## config.mk

```make
export PLATFORM = sky130hd
export DESIGN_NAME = mic_clk_gen
export DESIGN_NICKNAME = d
export VERILOG_FILES = /design/src/rtl/mic_clk_gen.sv
export SDC_FILE = /design/constraint.sdc
export NUM_CORES = 1
export LEC_CHECK = 0
export ABC_CLOCK_PERIOD_IN_PS = 4059
export BUFFER_PORTS_ARGS = -buffer_cell sky130_fd_sc_hd__clkbuf_2
export CORE_MARGIN = 2
export CORE_UTILIZATION = 35
export DETAILED_ROUTE_END_ITERATION = 10
export SYNTH_ARGS = -nofsm -noshare
export SYNTH_HDL_FRONTEND = slang
export SYNTH_SLANG_ARGS = --single-unit
export TNS_END_PERCENT = 5
```

## constraint.sdc

```tcl
create_clock -name clk_in -period 4.06 [get_ports clk_in]
set_clock_uncertainty 0.05 [all_clocks]
set_input_delay 1.218 -clock clk_in [delete_from_list [all_inputs] [get_ports clk_in]]
set_output_delay 1.218 -clock clk_in [all_outputs]
set_load 0.01 [all_outputs]
```

## src/rtl/mic_clk_gen.sv

```systemverilog
// -----------------------------------------------------------------------------
// mic_clk_gen
// Runtime-programmable microphone-array clock generator. From the system
// clock it derives the mic bit clock (sck) and word select (ws), plus
// system-domain edge strobes, bit index, frame markers, a frame counter and a
// ready flag for downstream beamforming logic. Divider settings are captured
// into a shadow register and only take effect on frame boundaries while
// running (immediately when idle).
//
// Optional feature macro: MIC_CLKGEN_WARMUP_EN
//   defined   : ready is held low for WARMUP_FRAMES frames after start from IDLE
//   undefined : ready is high from the cycle after RUN entry until IDLE
//
// Ports
//   clk_in          system clock
//   rst             synchronous, active-high reset
//   en              run request
//   cfg_half_div    requested sck half-period in clk_in cycles
//   cfg_frame_bits  requested sck cycles per ws frame
//   cfg_load        one-cycle capture strobe for both cfg_* fields
//   cfg_ack         one-cycle pulse when captured values become active
//   sck, ws         registered mic bit clock and word select
//   sck_rise/fall   one-cycle strobes coincident with the registered sck edge
//   bit_idx         current bit within the frame
//   frame_start     one-cycle pulse when bit_idx wraps to 0
//   ready           mic data valid
//   frame_cnt       frames completed while ready (wraps)
// -----------------------------------------------------------------------------
module mic_clk_gen #(
  parameter int DIV_W          = 8,
  parameter int BITS_W         = 8,
  parameter int DEF_HALF_DIV   = 15,
  parameter int DEF_FRAME_BITS = 64,
  parameter int WARMUP_FRAMES  = 16,
  parameter int FCNT_W         = 16
) (
  input  logic              clk_in,
  input  logic              rst,
  input  logic              en,
  input  logic [DIV_W-1:0]  cfg_half_div,
  input  logic [BITS_W-1:0] cfg_frame_bits,
  input  logic              cfg_load,
  output logic              cfg_ack,
  output logic              sck,
  output logic              ws,
  output logic              sck_rise,
  output logic              sck_fall,
  output logic [BITS_W-1:0] bit_idx,
  output logic              frame_start,
  output logic              ready,
  output logic [FCNT_W-1:0] frame_cnt
);

  typedef enum logic [1:0] {
    ST_IDLE  = 2'd0,
    ST_RUN   = 2'd1,
    ST_DRAIN = 2'd2
  } state_t;

  // Reset configuration, sanitised the same way as runtime captures.
  localparam int DEF_BITS_EVEN = DEF_FRAME_BITS - (DEF_FRAME_BITS % 2);
  localparam logic [DIV_W-1:0] RST_DIV =
    (DEF_HALF_DIV == 0) ? DIV_W'(1) : DIV_W'(DEF_HALF_DIV);
  localparam logic [BITS_W-1:0] RST_BITS =
    (DEF_BITS_EVEN < 2) ? BITS_W'(2) : BITS_W'(DEF_BITS_EVEN);

  state_t r_state;
  state_t w_state_next;

  logic [DIV_W-1:0]  r_half_div;
  logic [BITS_W-1:0] r_frame_bits;
  logic [DIV_W-1:0]  r_sh_half_div;
  logic [BITS_W-1:0] r_sh_frame_bits;
  logic              r_sh_pending;

  logic [DIV_W-1:0]  r_hc;
  logic              r_sck;
  logic              r_ws;
  logic              r_sck_rise;
  logic              r_sck_fall;
  logic [BITS_W-1:0] r_bit_idx;
  logic              r_frame_start;
  logic              r_cfg_ack;
  logic              r_ready;
  logic [FCNT_W-1:0] r_frame_cnt;

  logic              w_active;
  logic              w_tc;
  logic              w_rise;
  logic              w_fall;
  logic              w_last_bit;
  logic              w_wrap;
  logic [BITS_W-1:0] w_bit_inc;
  logic              w_ready_next;
  logic              w_warm_done;
  logic [DIV_W-1:0]  w_san_div;
  logic [BITS_W-1:0] w_san_bits;
  logic [BITS_W-1:0] w_bits_even;

  // Capture-time sanitisation: half_div >= 1, frame_bits even and >= 2.
  assign w_san_div   = (cfg_half_div == '0) ? DIV_W'(1) : cfg_half_div;
  assign w_bits_even = {cfg_frame_bits[BITS_W-1:1], 1'b0};
  assign w_san_bits  = (w_bits_even < BITS_W'(2)) ? BITS_W'(2) : w_bits_even;

  assign w_active   = (r_state != ST_IDLE);
  assign w_tc       = w_active && (r_hc == (r_half_div - DIV_W'(1)));
  assign w_rise     = w_tc && !r_sck;
  assign w_fall     = w_tc && r_sck;
  assign w_last_bit = (r_bit_idx == (r_frame_bits - BITS_W'(1)));
  // Frame boundary: the sck falling edge that closes the last bit.
  assign w_wrap     = w_fall && w_last_bit;
  assign w_bit_inc  = r_bit_idx + BITS_W'(1);

`ifdef MIC_CLKGEN_WARMUP_EN
  localparam int WARM_W = $clog2(WARMUP_FRAMES + 2);
  logic [WARM_W-1:0] r_warm_cnt;

  assign w_warm_done = (r_warm_cnt >= WARM_W'(WARMUP_FRAMES));

  // Counts frame_start pulses since the last start from IDLE; a return
  // from DRAIN keeps the count so warm-up is not repeated.
  always_ff @(posedge clk_in) begin
    if (rst) begin
      r_warm_cnt <= '0;
    end else if ((r_state == ST_IDLE) && (w_state_next == ST_RUN)) begin
      r_warm_cnt <= '0;
    end else if (w_wrap && !w_warm_done) begin
      r_warm_cnt <= r_warm_cnt + WARM_W'(1);
    end
  end
`else
  // No warm-up in this build; the WARMUP_FRAMES term is constant false.
  assign w_warm_done = 1'b1 | (WARMUP_FRAMES < 0);
`endif

  // ---------------------------------------------------------------------------
  // State machine
  // ---------------------------------------------------------------------------
  always_ff @(posedge clk_in) begin
    if (rst) begin
      r_state <= ST_IDLE;
    end else begin
      r_state <= w_state_next;
    end
  end

  always_comb begin
    w_state_next = r_state;
    case (r_state)
      ST_IDLE:  if (en) w_state_next = ST_RUN;
      ST_RUN:   if (!en) w_state_next = ST_DRAIN;
      ST_DRAIN: begin
        // A returning run request wins over stopping at the boundary.
        if (en) begin
          w_state_next = ST_RUN;
        end else if (w_wrap) begin
          w_state_next = ST_IDLE;
        end
      end
      default:  w_state_next = ST_IDLE;
    endcase
    // Not ready in the RUN entry cycle, nor once heading back to IDLE.
    w_ready_next = (r_state != ST_IDLE) && (w_state_next != ST_IDLE) && w_warm_done;
  end

  // ---------------------------------------------------------------------------
  // Clock / bit / frame datapath
  // ---------------------------------------------------------------------------
  always_ff @(posedge clk_in) begin
    if (rst) begin
      r_hc          <= '0;
      r_sck         <= 1'b0;
      r_ws          <= 1'b0;
      r_sck_rise    <= 1'b0;
      r_sck_fall    <= 1'b0;
      r_bit_idx     <= '0;
      r_frame_start <= 1'b0;
      r_ready       <= 1'b0;
      r_frame_cnt   <= '0;
    end else begin
      r_sck_rise    <= 1'b0;
      r_sck_fall    <= 1'b0;
      r_frame_start <= 1'b0;
      r_ready       <= w_ready_next;

      if (r_state == ST_IDLE) begin
        r_hc      <= '0;
        r_sck     <= 1'b0;
        r_ws      <= 1'b0;
        r_bit_idx <= '0;
      end else if (w_tc) begin
        r_hc       <= '0;
        r_sck      <= ~r_sck;
        r_sck_rise <= w_rise;
        r_sck_fall <= w_fall;
        if (w_fall) begin
          if (w_last_bit) begin
            // The boundary edge is also a falling edge, so the DRAIN->IDLE
            // exit lands here with sck, ws and bit_idx already at 0.
            r_bit_idx     <= '0;
            r_ws          <= 1'b0;
            r_frame_start <= 1'b1;
          end else begin
            r_bit_idx <= w_bit_inc;
            r_ws      <= (w_bit_inc >= (r_frame_bits >> 1));
          end
        end
      end else begin
        r_hc <= r_hc + DIV_W'(1);
      end

      if (w_wrap && r_ready) begin
        r_frame_cnt <= r_frame_cnt + FCNT_W'(1);
      end
    end
  end

  // ---------------------------------------------------------------------------
  // Configuration: shadow capture and boundary apply
  // ---------------------------------------------------------------------------
  always_ff @(posedge clk_in) begin
    if (rst) begin
      r_half_div      <= RST_DIV;
      r_frame_bits    <= RST_BITS;
      r_sh_half_div   <= RST_DIV;
      r_sh_frame_bits <= RST_BITS;
      r_sh_pending    <= 1'b0;
      r_cfg_ack       <= 1'b0;
    end else begin
      r_cfg_ack <= 1'b0;

      // Apply a pending shadow at the boundary; the new half_div then drives
      // the very next hc count because hc restarts from 0 in this cycle.
      if (w_wrap && r_sh_pending) begin
        r_half_div   <= r_sh_half_div;
        r_frame_bits <= r_sh_frame_bits;
        r_sh_pending <= 1'b0;
        r_cfg_ack    <= 1'b1;
      end

      // A load on the boundary edge itself waits for the following boundary.
      if (cfg_load) begin
        r_sh_half_div   <= w_san_div;
        r_sh_frame_bits <= w_san_bits;
        if (r_state == ST_IDLE) begin
          r_half_div   <= w_san_div;
          r_frame_bits <= w_san_bits;
          r_sh_pending <= 1'b0;
          r_cfg_ack    <= 1'b1;
        end else begin
          r_sh_pending <= 1'b1;
        end
      end
    end
  end

  assign cfg_ack     = r_cfg_ack;
  assign sck         = r_sck;
  assign ws          = r_ws;
  assign sck_rise    = r_sck_rise;
  assign sck_fall    = r_sck_fall;
  assign bit_idx     = r_bit_idx;
  assign frame_start = r_frame_start;
  assign ready       = r_ready;
  assign frame_cnt   = r_frame_cnt;

endmodule

```

* After elaboration in Yosys (flattened, before gate mapping) *
Index checks and enable logic that the tools add are counted.

storage, ports and cells
  flip-flop bits (word level) = 74
  word-level logic and storage cells = 70

operators by class
  add/subtract/negate cells = 5
  order comparisons = 2
  equality and inequality tests = 4
  muxes and demuxes = 22
  bitwise logic cells = 3
  reductions and logical operators = 18

operators with widths
  operator                                                                      number
  8-bit 2-to-1 mux                                                              9
  16-bit by 1-bit adder with 16-bit output, second input constant               1
  8-bit by 1-bit adder with 8-bit output, second input constant                 2
  8-bit == test                                                                 2
  8-bit by 1-bit subtractor with 8-bit output, second input constant            2
  8-bit by 7-bit greater-or-equal comparator with 1-bit output                  1
  8-bit zero test                                                               1
  8-bit by 2-bit less-than comparator with 1-bit output, second input constant  1
  1-bit 2-to-1 mux                                                              8
  2-bit 2-to-1 mux                                                              4
  1-bit logical AND                                                             7
  2-bit one-hot mux with 3 select lines                                         1
  2-bit nonzero test                                                            3
  3-bit OR reduction                                                            2
  4-bit OR reduction                                                            1
  1-bit inverter                                                                3
  2-bit by 1-bit == test with 1-bit output, second input constant               1
  2-bit == test, second input constant                                          1
  2-bit zero test                                                               1
  2-bit AND reduction                                                           1
  2-bit OR reduction                                                            1
  1-bit zero test                                                               1

* Depth between registers and ports, before layout *
  depth after elaboration = 10
  mapped depth = 11
  depth with buffers taken out = 9

* Worst setup path after synthesis *
Ideal clock, no wire load.

  kind = flip-flop to flip-flop
  start point = register r_half_div[0]
  end point = register r_frame_cnt[15] (netlist: frame_cnt[15])
  data arrival time = 3.074 ns
  slack = 0.813 ns
  stages on the path, launching flop included = 11
  path buffers = 1
  period minus slack after synthesis = 3.247 ns
  cell sequence = dfxtp_1 inv_1 ha_1 or3b_4 or4_4 a2111o_1 a211oi_4 nand3_2 buf_6 nor4_1 mux2_1

on the way
  longest elaborated chain between the ends = 6

RTL lines
  element                                      RTL line  RTL
  start: declaration                           70        logic [DIV_W-1:0] r_half_div;
  start signal: assignment                     235       r_half_div <= r_sh_half_div;
  start signal: assignment                     246       r_half_div <= w_san_div;
  8-bit by 1-bit subtractor with 8-bit output  106       assign w_tc = w_active && (r_hc == (r_half_div - DIV_W'(1)));
  8-bit == test                                106
  1-bit logical AND                            106
  1-bit logical AND                            108       assign w_fall = w_tc && r_sck;
  1-bit logical AND                            111       assign w_wrap = w_fall && w_last_bit;
  1-bit logical AND                            212       if (w_wrap && r_ready) begin
  end signal: assignment                       213       r_frame_cnt <= r_frame_cnt + FCNT_W'(1);
  end: declaration                             85        logic [FCNT_W-1:0] r_frame_cnt;

No other way between the ends.
A chain may end at the register's enable or synchronous reset.

* Worst setup path in the final report *
Ends and elaborated chain as after synthesis.

==> flow_summary.toml <==
[status]
status = "completed"

[worst_setup_path]
endpoint_kind = "register"
startpoint_type = "register"
crit_type = "reg2reg"
rr_startpoint = "r_half_div[0]"
critPathRequiredTime_ns = 4.25
path_max_fanout = 29
worst-endpoint-arrival_ns = 3.76
critPathLaunch = "r_half_div[0]"

[power]
p_sw_uw = 417
power.share.combinational = 0.105
pwr-share-clk = 0.363
power.density_nw_per_um2 = 336
ir_worst_vdd_mv = 0.137
switching_share = 0.288
internal-power_mw = 1.03
seq_power_share = 0.532
total_power_mw = 1.45
p_leak_nw = 1.72

[synthesis]
synthArstFlopShare = 0
synth_edf_count = 0
synth_area_um2 = 3760
synthFlopType = "dfxtp_1"
synthDistinctLibCells = 52
yosysSeqAreaShare = 0.388
syn_nets = 479
synth_cells = 447
ys_seq_elements = 73
yosys_warnings = 0
avgSynthCellArea_um2 = 8.42

[cts]
cts_tree = "built"
root_buffer = "clkbuf_8"
insertion_delay_ns = 0.35
cts_made_buffers = 9
htree_levels = 3
ctsResizeCount = 0
clockBufferDepth = 2
cts.sinks = 73
cts_hold_buf = 0
clk_pin_slew_worst_paths_ns = 0.09
postCtsSetupRepairBufs = 0

[sta]
period_minus_slack_ns = 3.57
finalHoldViolCount = 0
worst_pin_slew_ns = 1.08
setup_viol = 0
final-max-slew-violation-count = 0
post-route-period-util = 0.880
timing.fmax_ghz = 0.280
max-slew-margin-rel = 0.275
fin_setup_tns_ns = 0
rsz0062_at_grt = "false"

[worst_hold_path]
hp-start = "ws"
hold_class = "reg2reg"

[route]
drt-initial-drc-count = 181
drt-pass1-iter-count = 4
drc = 0
ant_nets = 0
wl_um = 8840
via_per_inst = 5.22
vias = 3306
wl_per_cell_um = 14.0

[floorplanning]
die_w_um = 108
start_util = 0.363
die_area_um2 = 11600
core_um2 = 10400
rows = 37
io_pins = 51
dieHeight_um = 108

[global_routing]
antenna_found_initial = 0
grt_max_degree = 49
grt_use_total = 0.160
overflow = 0
grt_pass1_wl_um = 14700
grt_pass1_vias = 3030

[cells_and_area]
num-fill-cells = 1085
area_growth_syn_to_layout_pct = 14.6
antenna_cells = 0
nets = 524
layoutNonFillerInstCount = 633
final_area_um2 = 4310
final_util = 0.416
layout-drive-gt1-share = 0.159

[placement]
placed_area_um2 = 4130
port_buffers = 49
dp_cells = 617
hpwlAfterDp_um = 6360
place_congestion = 0.845

[run]
maxCapViolCount = 0
-- metal layers --
layer / routed length (um) / GRT usage / vias to the layer above
met5: 0 / 0 / -
met4: 117 / 0.0495 / 0
met3: 306 / 0.0345 / 9
met2: 4010 / 0.249 / 47
met1: 4400 / 0.220 / 1537
li1: - / - / 1713
-- power by group through the flow --
stage                     Sequential, mW  Combinational (mW)  Clock (mW)
after floorplan                    0.778               0.116           0
after global placement             0.786               0.148           0
after detailed placement           0.787               0.152           0
after CTS                          0.770               0.153       0.542
after global routing               0.776               0.173       0.572
final                              0.771               0.152       0.526
-- Yosys cell counts, types with 5 or more instances --
cell       n  share of area
a221oi_1   8          0.019
xnor2_1   19          0.044
o21ai_0   17          0.023
nor3_1    16          0.021
inv_1     27          0.027
nand2_1   31          0.031
nor2b_1   10          0.017
dfxtp_1   73           0.39
or3_1      7          0.012
mux2i_1   11          0.029
nor2_1    37          0.037
nand4_1    5         0.0083
o31ai_1   11          0.022
and3_1     6          0.010
nand3_1   16          0.021
xor2_1    10          0.023
or4_1     13          0.026
clkbuf_1  17          0.017
ha_1      12          0.040
nor4_1     8          0.013
a21oi_1   36          0.048
-- logic make-up after synthesis --
family	Yosys count	synth area share
flip-flops	73	0.388
AND/OR/NAND/NOR	169	0.239
AO/OA/AOI/OAI	104	0.183
XOR/XNOR	29	0.0675
buffers and inverters	48	0.0509
adder cells (fa/ha/maj)	12	0.0399
multiplexers	12	0.0322
-- area by class of cell --
| cell class | instances | area (um2) | share of cell area |
|---|---|---|---|
| Multi-Input combinational cell | 326 | 2110 | 0.490 |
| Tap cell | 136 | 170 | 0.0395 |
| Clock inverter | 7 | 53.8 | 0.0125 |
| Timing Repair Buffer | 55 | 290 | 0.0673 |
| Sequential cell | 73 | 1460 | 0.339 |
| Inverter | 27 | 101 | 0.0235 |
| Clock buffer | 9 | 124 | 0.0287 |
-- registers in the layout, summed over array words and instances (netlist names) --
| signal | flops |
|---|---|
| frame_cnt | 16 |
| bit_idx | 8 |
| r_frame_bits | 8 |
| r_half_div | 8 |
| r_hc | 8 |
| r_sh_half_div | 8 |
| r_sh_frame_bits | 7 |
| r_state | 2 |
| cfg_ack | 1 |
| frame_start | 1 |
| r_sh_pending | 1 |
| ready | 1 |
| sck | 1 |
| sck_fall | 1 |
| sck_rise | 1 |
| ws | 1 |
-- worst max-delay path, cell delays in order (launching register included) --
cell      delay [ns]
dfxtp_1         0.37
inv_1           0.08
ha_1            0.18
or3b_4          0.40
or4_4           0.49
a2111o_1        0.47
a211oi_4        0.24
nand3_2         0.43
nor4_1          0.40
mux2_1          0.35
-- metrics by stage --
step	worst slack (ns)	hold slack (ns)
3_3_place_gp	0.540	0.384
2_1_floorplan	0.813	0.377
6_report	0.487	0.412
5_1_grt	0.289	0.434
4_1_cts	0.471	0.413
3_5_place_dp	0.489	0.393
-- path summary, 6_finish.rpt --
| check | to | slack (ns) | cells after the start |
|---|---|---|---|
| worst min-delay path | ws | 0.41 | 2 |
| worst max register to register | frame_cnt[15] | 0.49 | 9 |
| worst min register to register | ws | 0.41 | 2 |
| worst max-delay path | frame_cnt[15] | 0.49 | 9 |
-- placed cells by master, fill, tap and decap left out, drive strengths merged, types with 3 or more instances in the layout --
master,synthesis,final
o22ai,3,3
clkbuf,17,58
dfxtp,73,73
nand2b,4,4
a211oi,4,4
nor2b,10,10
a21o,3,3
o31ai,11,11
nor3,16,16
and2,3,3
nor4,8,8
nand3b,4,4
o221ai,4,4
o21a,3,3
and3,6,6
buf,4,6
o21ai,17,17
mux2i,11,11
nor2,37,37
inv,27,29
ha,12,12
nand4,6,6
or3,7,7
o211ai,3,3
or4,14,14
xnor2,19,19
nand2,31,31
a21oi,36,36
a221oi,8,8
clkinvlp,0,3
nand3,17,17
xor2,10,10
Power figures use the tool's default switching activity.
